--- src/rtl/vga_scan_driver.sv ---
// rtl/vga_scan_driver.sv - VGA raster timing, pixel-request decode and pipeline-aligned pin driver
//
// Ports:
//   clk, rst_n                   pixel clock, asynchronous active-low reset
//   enable                       scan run request (registered into run)
//   rgb_r_in/g_in/b_in [7:0]     renderer colour for the pixel issued PIPE_LAT clocks earlier
//   pixel_x/pixel_y [9:0]        current raster coordinate (straight from the counters)
//   pixel_valid                  coordinate is inside the visible area while running
//   frame_start                  one-clock pulse at (0,0) while running
//   vga_hs/vga_vs                sync pins, delayed to line up with the colour pins
//   vga_r/vga_g/vga_b [7:0]      registered colour pins, zero outside the visible area
module vga_scan_driver #(
    parameter int   H_ACTIVE = 640,
    parameter int   H_FP     = 16,
    parameter int   H_SYNC   = 96,
    parameter int   H_BP     = 48,
    parameter int   V_ACTIVE = 480,
    parameter int   V_FP     = 10,
    parameter int   V_SYNC   = 2,
    parameter int   V_BP     = 33,
    parameter int   PIPE_LAT = 1,
    parameter logic SYNC_POL = 1'b0
) (
    input  logic       clk,
    input  logic       rst_n,
    input  logic       enable,
    input  logic [7:0] rgb_r_in,
    input  logic [7:0] rgb_g_in,
    input  logic [7:0] rgb_b_in,
    output logic [9:0] pixel_x,
    output logic [9:0] pixel_y,
    output logic       pixel_valid,
    output logic       frame_start,
    output logic       vga_hs,
    output logic       vga_vs,
    output logic [7:0] vga_r,
    output logic [7:0] vga_g,
    output logic [7:0] vga_b
);

    localparam int H_TOTAL = H_ACTIVE + H_FP + H_SYNC + H_BP;
    localparam int V_TOTAL = V_ACTIVE + V_FP + V_SYNC + V_BP;

    generate
        if (H_TOTAL > 1024 || V_TOTAL > 1024 || PIPE_LAT < 0 || PIPE_LAT > 7) begin : g_bad_params
            $error("vga_scan_driver: timing sums must be <= 1024 and PIPE_LAT within 0..7");
        end
    endgenerate

    // Comparisons are done on 11 bits so a sync window ending exactly at 1024 still decodes.
    localparam logic [9:0]  H_LAST   = 10'(H_TOTAL - 1);
    localparam logic [9:0]  V_LAST   = 10'(V_TOTAL - 1);
    localparam logic [10:0] H_VIS    = 11'(H_ACTIVE);
    localparam logic [10:0] V_VIS    = 11'(V_ACTIVE);
    localparam logic [10:0] HS_START = 11'(H_ACTIVE + H_FP);
    localparam logic [10:0] HS_END   = 11'(H_ACTIVE + H_FP + H_SYNC);
    localparam logic [10:0] VS_START = 11'(V_ACTIVE + V_FP);
    localparam logic [10:0] VS_END   = 11'(V_ACTIVE + V_FP + V_SYNC);

    logic       run_q, run_d;
    logic [9:0] h_cnt_q, h_cnt_d;
    logic [9:0] v_cnt_q, v_cnt_d;
    logic [7:0] vga_r_q, vga_r_d;
    logic [7:0] vga_g_q, vga_g_d;
    logic [7:0] vga_b_q, vga_b_d;
    logic       vga_hs_q, vga_hs_d;
    logic       vga_vs_q, vga_vs_d;

    logic [10:0] h_ext, v_ext;
    logic        hs_raw, vs_raw;
    logic        valid_d, hs_d, vs_d;

    assign h_ext = {1'b0, h_cnt_q};
    assign v_ext = {1'b0, v_cnt_q};

    // Counters sit at (0,0) while idle so a re-enabled scan always starts a fresh frame.
    always_comb begin
        run_d   = enable;
        h_cnt_d = h_cnt_q;
        v_cnt_d = v_cnt_q;
        if (!run_q) begin
            h_cnt_d = '0;
            v_cnt_d = '0;
        end else if (h_cnt_q == H_LAST) begin
            h_cnt_d = '0;
            v_cnt_d = (v_cnt_q == V_LAST) ? 10'd0 : v_cnt_q + 10'd1;
        end else begin
            h_cnt_d = h_cnt_q + 10'd1;
        end
    end

    always_comb begin
        pixel_valid = run_q && (h_ext < H_VIS) && (v_ext < V_VIS);
        frame_start = run_q && (h_cnt_q == 10'd0) && (v_cnt_q == 10'd0);
        hs_raw      = (run_q && h_ext >= HS_START && h_ext < HS_END) ? SYNC_POL : ~SYNC_POL;
        vs_raw      = (run_q && v_ext >= VS_START && v_ext < VS_END) ? SYNC_POL : ~SYNC_POL;
    end

    // Delay line keeps blank/sync in step with the renderer's colour latency.
    generate
        if (PIPE_LAT == 0) begin : g_no_delay
            assign valid_d = pixel_valid;
            assign hs_d    = hs_raw;
            assign vs_d    = vs_raw;
        end else begin : g_delay
            logic [2:0] dly_q [PIPE_LAT];
            logic [2:0] dly_d [PIPE_LAT];

            always_comb begin
                dly_d[0] = {pixel_valid, hs_raw, vs_raw};
                for (int i = 1; i < PIPE_LAT; i++) begin
                    dly_d[i] = dly_q[i-1];
                end
            end

            always_ff @(posedge clk or negedge rst_n) begin
                if (!rst_n) begin
                    for (int i = 0; i < PIPE_LAT; i++) begin
                        dly_q[i] <= {1'b0, ~SYNC_POL, ~SYNC_POL};
                    end
                end else begin
                    for (int i = 0; i < PIPE_LAT; i++) begin
                        dly_q[i] <= dly_d[i];
                    end
                end
            end

            assign {valid_d, hs_d, vs_d} = dly_q[PIPE_LAT-1];
        end
    endgenerate

    always_comb begin
        vga_r_d  = valid_d ? rgb_r_in : 8'd0;
        vga_g_d  = valid_d ? rgb_g_in : 8'd0;
        vga_b_d  = valid_d ? rgb_b_in : 8'd0;
        vga_hs_d = hs_d;
        vga_vs_d = vs_d;
    end

    always_ff @(posedge clk or negedge rst_n) begin
        if (!rst_n) begin
            run_q    <= 1'b0;
            h_cnt_q  <= '0;
            v_cnt_q  <= '0;
            vga_r_q  <= '0;
            vga_g_q  <= '0;
            vga_b_q  <= '0;
            vga_hs_q <= ~SYNC_POL;
            vga_vs_q <= ~SYNC_POL;
        end else begin
            run_q    <= run_d;
            h_cnt_q  <= h_cnt_d;
            v_cnt_q  <= v_cnt_d;
            vga_r_q  <= vga_r_d;
            vga_g_q  <= vga_g_d;
            vga_b_q  <= vga_b_d;
            vga_hs_q <= vga_hs_d;
            vga_vs_q <= vga_vs_d;
        end
    end

    assign pixel_x = h_cnt_q;
    assign pixel_y = v_cnt_q;
    assign vga_r   = vga_r_q;
    assign vga_g   = vga_g_q;
    assign vga_b   = vga_b_q;
    assign vga_hs  = vga_hs_q;
    assign vga_vs  = vga_vs_q;

endmodule
--- config.mk ---
export PLATFORM = sky130hd
export DESIGN_NAME = vga_scan_driver
export DESIGN_NICKNAME = d
export VERILOG_FILES = /design/src/rtl/vga_scan_driver.sv
export SDC_FILE = /design/constraint.sdc
export NUM_CORES = 1
export LEC_CHECK = 0
export CORE_MARGIN = 8
export CORE_UTILIZATION = 32
export DETAILED_ROUTE_END_ITERATION = 10
export GPL_TIMING_DRIVEN = 0
export HOLD_SLACK_MARGIN = 0.12
export SLEW_MARGIN = 5
export SYNTH_ARGS = -nofsm -noshare
export SYNTH_HDL_FRONTEND = slang
export SYNTH_SLANG_ARGS = --single-unit
--- constraint.sdc ---
create_clock -name clk -period 2.1 [get_ports clk]
set_input_delay 0.525 -clock clk [delete_from_list [all_inputs] [get_ports clk]]
set_output_delay 0.525 -clock clk [all_outputs]
set_load 0.02 [all_outputs]
==> results of run 1 <==
[how the worst max path moves through the flow]
stage                           from           to  slack (ns)  cells after the start
after floorplan           pixel_x[5]  frame_start        0.09                      2
after global placement         rst_n   pixel_x[2]       -0.98                      1
after detailed placement  pixel_x[0]  frame_start       -0.47                      6
after CTS                 pixel_x[1]  frame_start       -0.09                      6
after global routing      pixel_x[1]  frame_start       -0.23                      6
final                     pixel_x[0]  frame_start       -0.13                      6
[cell usage in the layout (no fill, tap or decap), drive strengths merged, types with 6 or more instances in the layout]
cell type / Yosys / routed
and2: 27 / 27
or3: 6 / 6
nor3: 7 / 7
o21ai: 9 / 9
nand3: 9 / 9
nand4: 8 / 8
buf: 1 / 17
dfrtp: 46 / 46
clkbuf: 2 / 7
clkdlybuf4s50: 0 / 70
nor2: 13 / 13
nand2: 10 / 10
inv: 10 / 10
[final cells by class]
type                       instances  area share [%]
buffer                             2          0.2324
clock buffer                       5           2.130
clock inverter                     2          0.4260
inverter                          10           1.278
multi-input combinational        131           27.38
sequential                        50           39.23
tap                               77           2.982
timing repair buffer              88           26.34
[logic make-up after synthesis]
| kind of cell | Yosys count | synth area share [%] |
|---|---|---|
| fa+ha+maj | 4 | 2.353 |
| simple gates | 96 | 26.12 |
| compound gates | 24 | 7.235 |
| flops | 50 | 59.06 |
| buf+inv | 13 | 2.353 |
| xor+xnor | 7 | 2.882 |
[worst max-delay path, stage by stage, from the launching register on]
cell and delay [ns]:
dfrtp_2 0.41, inv_1 0.07, ha_2 0.17, nor4b_4 0.20
nand4_1 0.21, nor4_4 0.18, buf_4 0.18
[state kept, by name, summed over array words and instances, names as in the netlist]
signal         count
vga_vs             1
vga_g              8
vga_hs             1
vga_r              8
g_delay.dly_q      3
run_q              1
pixel_x           10
pixel_y           10
vga_b              8
[per-stage QoR]
stage               cells  total power [uW]   TNS, ns
floorplan             194              1109         0
global placement      345              1253    -47.17
detailed placement    346              1259   -0.6162
CTS                   363              1824  -0.09166
global route          365              1869   -0.2306
finish                365              1796   -0.1295
[report_power, final]
part	switching (uW)	total, uW	internal [uW]	leakage [uW]
Combinational	115	250	134	0.000652
Clock	310	541	231	0.0000444
Sequential	14.0	1010	992	0.000638
Total	439	1800	1360	0.00133
[per-layer routing]
metal	vias up	part of all wire, %	GRT usage (%)	wire, um
met5	-	0	0	0
met4	0	0.63	3.497	37
li1	867	-	-	-
met2	34	53	21.26	3120
met3	2	3.1	2.560	180
met1	863	43	14.01	2522
[what timing repair did]
item / CTS / global route
pin swaps: 2 / 0
resized for setup: 23 / 9
buffers inserted: 11 / 2
endpoints found under the setup margin: 3 / 9
hold buffers: 0 / 0
endpoints found under the hold margin: 0 / 0
==> qor.csv, run 1 <==
stage,metric,value,unit
detailed_routing,vias per inst,4.838,
setup_path,R2R cell count,6,
timing,"Slew Viols, Final",0,
timing,fin worst setup slack,-0.1295,ns
detailed_routing,"wirelength, routed",5860,um
finish,synthesis-to-layout area growth,51.88,%
setup_path,Reg-to-Reg End,pixel_y[9],
detailed_routing,DR vias,1766,
min_path,Worst Hold Class,input port to async pin,
place,dpl hpwl,4234,um
finish,proportion of layout cells with a drive suffix above 1,18.06,%
flow_run,# Max-Cap Violations,0,
timing,Setup Viol. Count Final,1,
global_routing,Total Routing Usage GR,11.98,%
place,number of port buffers,74,
synth,Yosys top cell area share,54.12,%
setup_path,FF-to-FF setup slack,0.13,ns
setup_path,Startpoint Class,flip-flop,
synth,"Seq/Total Area, Yosys",59.06,%
die,core area,6386,um2
synth,"Net Count, Synth",225,
clock_network,Clock transition at path regs,0.09,ns
detailed_routing,Pre-antenna DRT Iters,4,
synth,Post-synth ARST share,100.0,%
pwr,static power due to leakage,0.001334,uW
finish,fillers,608,
detailed_routing,Antenna Nets Post-Route,0,
place,GPL Wtd Cong,0.8552,
outcome,failing checks,setup timing,
die,Die Span Y,97.53,um
finish,Finished Core Util,50.59,%
clock_network,clk root buf,clkbuf_8,
timing,FMAX,0.4485,GHz
global_routing,initial antenna violation count,0,
die,Die X,97.53,um
synth,YS warnings,0,
pwr,Max VDD drop,0.0003050,V
clock_network,"Clk Latency, worst-skew pair",0.30,ns
setup_path,Crit. End Element,primary output,
global_routing,via count of the first global-routing pass,1780,
timing,final hold vios,0,
synth,commonest cells in the synthesized netlist,"46 x dfrtp_1, 27 x and2_1, 13 x nor2_1",
place,Post-Place Setup Slack,-0.4654,ns
synth,cell taking the most area after synthesis,dfrtp_1,
pwr,Cell Pwr Density,556.0,nW/um2
synth,area of the mapped netlist,2127,um2
clock_network,TritonCTS clock tree,built,
global_routing,pin count of the biggest net entering global routing,31,
synth,Synth Area per Inst,10.96,um2
timing,Slew headroom,66.89,%
synth,largest cells by area after synthesis,"dfrtp_1 54%, and2_1 7.9%, dfstp_2 4.9%",
synth,"Distinct cells, synth",41,
synth,Synth Instances,194,
clock_network,H-tree levels,2,
die,# IOs,75,
timing,Hold Slack,0.1728,ns
die,die area,9512,um2
timing,Worst Max-Slew Pin Slew,0.4921,ns
detailed_routing,Avg WL per Cell,16.05,um
finish,Post-layout nets,319,
timing,RSZ-0062 raised after global routing,true,
setup_path,CP required,1.57,ns
finish,n_diodes,0,
clock_network,CTS sink cnt,50,
synth,register bit total from synthesis,50,
clock_network,total CTS buffers,5,
global_routing,first-pass GRT wire length,9453,um
outcome,status,"complete, but fails checks",
global_routing,global route overflow,0,
setup_path,crit-path max FO,2,
setup_path,Reg2Reg Launch Point,pixel_x[7],
die,row count,29,
timing,Worst Skew,0.005237,ns
clock_network,Max Root-Sink Buffers,2,
finish,final instance area,3231,um2
synth,"Top FF cell, synth",dfrtp_1,
setup_path,WP data arrival,1.70,ns
finish,area of the multi-input gates,884.6,um2
die,starting density of the core,33.31,%
place,Placed Area,2994,um2
timing,Tmin final,2.230,ns
synth,"EDFF count, synth",0,
timing,Tcrit/Tclk final,106.2,%
synth,"count leader, synth",dfrtp_1,
detailed_routing,DRT iter0 DRCs,75,
detailed_routing,DRC viols,0,
finish,sequential cell area,1267,um2
setup_path,CP Class,flip-flop to primary output,
(Power assumes the default switching activity.)
==> run 2, diff against run 1 <==
--- a/config.mk
+++ b/config.mk
@@ -5,6 +5,7 @@
 export SDC_FILE = /design/constraint.sdc
 export NUM_CORES = 1
 export LEC_CHECK = 0
+export ABC_CLOCK_PERIOD_IN_PS = 2100
 export CORE_MARGIN = 8
 export CORE_UTILIZATION = 32
 export DETAILED_ROUTE_END_ITERATION = 10
==> results of run 2 <==
The final DEF is identical to that of run 1; final timing and power are the same.
==> patch (settings of run 1) <==
Change the parameter `PIPE_LAT` from 1 to 2.
--- a/src/rtl/vga_scan_driver.sv
+++ b/src/rtl/vga_scan_driver.sv
@@ -18,7 +18,7 @@
     parameter int   V_FP     = 10,
     parameter int   V_SYNC   = 2,
     parameter int   V_BP     = 33,
-    parameter int   PIPE_LAT = 1,
+    parameter int   PIPE_LAT = 2,
     parameter logic SYNC_POL = 1'b0
 ) (
     input  logic       clk,
Formal check against the unedited RTL: not equivalent (Yosys sat finds a counterexample within 4 cycles, from zero or initial values and one cycle with rst_n low).
==> patch against run 1 <==
- the flow still finishes with violations (setup timing)
- clock power increased by 31%
- synthesized area increased by 0.35%
- total power increased by 12%
- routed wire length decreased by 7.9%
- maximum frequency increased by 1.2%
- highest routed layer unchanged
- sequential cell count increased by 3
- utilization increased by 1.2 points
- hold slack got worse by 0.025 ns
- setup slack improved by 0.026 ns
- synthesized cell count decreased by 7.2%
- critical path depth decreased by 3
- cell area increased by 2.4%
==> patch: results (changes against run 1) <==
stage,metric,value,unit,change
power_and_ir_drop,Lkg Pwr,1.398,nW,was 1.334 nW
status,status,"finished, violations left",,unchanged
power_and_ir_drop,Sw Ratio,22.25,%,was 24.45%
power_and_ir_drop,maximum VDD drop,0.2874,mV,was 0.3050 mV
critical_path,reg2reg end,pixel_y[3],,was pixel_y[9]
critical_path,crit path DAT,1.68,ns,was 1.70 ns
critical_path,CP max FO,4,,was 2
global_route,Total GRT Usage,11.44,%,was 11.98%
clock_network,CTS buffer count,5,,unchanged
timing,Final Skew,0.008691,ns,was 0.005237 ns
critical_path,reg2reg setup slack,-0.03,ns,was 0.13 ns
placed_design,Final GP Congestion,0.7679,,was 0.8552
global_route,global-route wire length before repair,8.832,mm,was 9.453 mm
status,failing checks,setup timing,,unchanged
timing,fmax,0.4537,GHz,was 0.4485 GHz
cells_and_area,nets,304,,was 319
synthesis,Commonest cells post-synth,"dfrtp_1 (47), and2_1 (24), nor2_1 (11)",,"was dfrtp_1 (46), and2_1 (27), nor2_1 (13)"
timing,worst-margin pin slew,0.4304,ns,was 0.4921 ns
timing,Final WS setup,-0.1040,ns,was -0.1295 ns
routing,DR iter-0 viols,37,,was 75
cells_and_area,share of layout cells above drive strength 1,20.80,%,was 18.06%
global_route,largest net degree at the start of global routing,36,,was 31
timing,Final Setup Violations,3,,was 1
critical_path,CP Launch Point,pixel_x[5],,was pixel_x[0]
synthesis,syn_nets,211,,was 225
synthesis,"Async S/R FF share, synth",100.0,%,unchanged
routing,Avg Vias per Cell,4.749,,was 4.838
routing,wire per inst,15.37,µm,was 16.05 µm
critical_path,"Slowest-stage cell, CP",or4_4,,was dfrtp_2
synthesis,"Seq/Total Area, Yosys",62.49,%,was 59.06%
critical_path,CP max stage delay,0.56,ns,was 0.41 ns
synthesis,"top cells by area, synth","dfrtp_1 (55%), dfstp_2 (7.4%), and2_1 (7.0%)",,"was dfrtp_1 (54%), and2_1 (7.9%), dfstp_2 (4.9%)"
patch: cell types whose count changed in the layout (fill, tap and decap cells not counted), moves of 3 or more:
| cell | delta |
|---|---|
| or3_1 | -4 |
| a21oi_1 | -5 |
| and2_1 | -3 |
| o21ai_0 | -5 |
| nand4_1 | -4 |
| and3_1 | +4 |
| xor2_1 | +4 |
patch: logic make-up (layout without fill, tap and decap cells):
family                     after synthesis  count (layout)  synth area share (%)
and+or+nand+nor                         81              81                 21.40
DFF                                     53              53                 62.49
AOI/OAI and AO/OA                       18              18                 7.034
buffers and inverters                   14             108                 2.579
xor gates and xnor gates                 9               9                 3.693
adders and majority gates                4               4                 2.345
muxes                                    1               1                0.4690
patch: metrics by stage:
step                cell area (µm²)  TNS [ns]  setup slack (ns)  std cells  hold WS, ns
finish                         3309   -0.1662           -0.1040        351       0.1477
global route                   3309   -0.4799           -0.2327        351       0.1639
CTS                            3221   -0.4023           -0.1353        348       0.1484
detailed placement             2995    -1.864           -0.4565        332       0.3476
global placement               2980    -56.55            -1.286        331       0.3332
floorplan                      2143         0          0.001745        180       0.2294
patch: per-layer routing:
| metal | up-vias | share of wire (%) | track usage (%) |
|---|---|---|---|
| met5 | - | 0 | 0 |
| met4 | 0 | 1.2 | 3.730 |
| met3 | 5 | 7.0 | 5.121 |
| met2 | 65 | 41 | 15.62 |
| met1 | 790 | 51 | 15.52 |
| li1 | 807 | - | - |
patch: area by class of cell:
cell class                 count  area, µm²
clock inverter                 2      37.54
fill                         575       3077
sequential                    53       1344
clock buffer                   6      82.58
multi-input combinational    113      847.1
inverter                       9      33.78
buffer                         5      35.03
timing repair buffer          86      833.3
tap                           77      96.34
patch: power groups by stage:
stage          clock (mW)  sequential, mW  combinational [mW]
2_1_floorplan           0            1.12              0.0459
3_3_place_gp            0            1.09               0.223
3_5_place_dp            0            1.09               0.231
4_1_cts             0.749            1.07               0.241
5_1_grt             0.790            1.07               0.259
6_report            0.710            1.06               0.237
patch: worst max-delay path by stage:
stage                  endpoint  depth (start not counted)  slack, ns
finish              frame_start                          3      -0.10
global route        frame_start                          6      -0.23
CTS                 frame_start                          3      -0.14
detailed placement  frame_start                          4      -0.46
global placement     pixel_x[6]                          1      -1.29
floorplan            pixel_y[7]                          5      0.002
patch: repair_timing:
| action | in CTS | in global routing |
|---|---|---|
| gates resized for setup | 24 | 17 |
| pin swaps | 3 | 8 |
| buffers inserted | 8 | 3 |
| endpoints found under the hold margin | 0 | 0 |
| endpoints found under the setup margin | 15 | 11 |
patch: worst reg2reg max path, cell delays in order (launching register included):
cell	delay, ns
dfrtp_2	0.44
or4b_4	0.53
or3_4	0.38
buf_6	0.14
or2_1	0.21
buf_6	0.15
o31ai_2	0.20
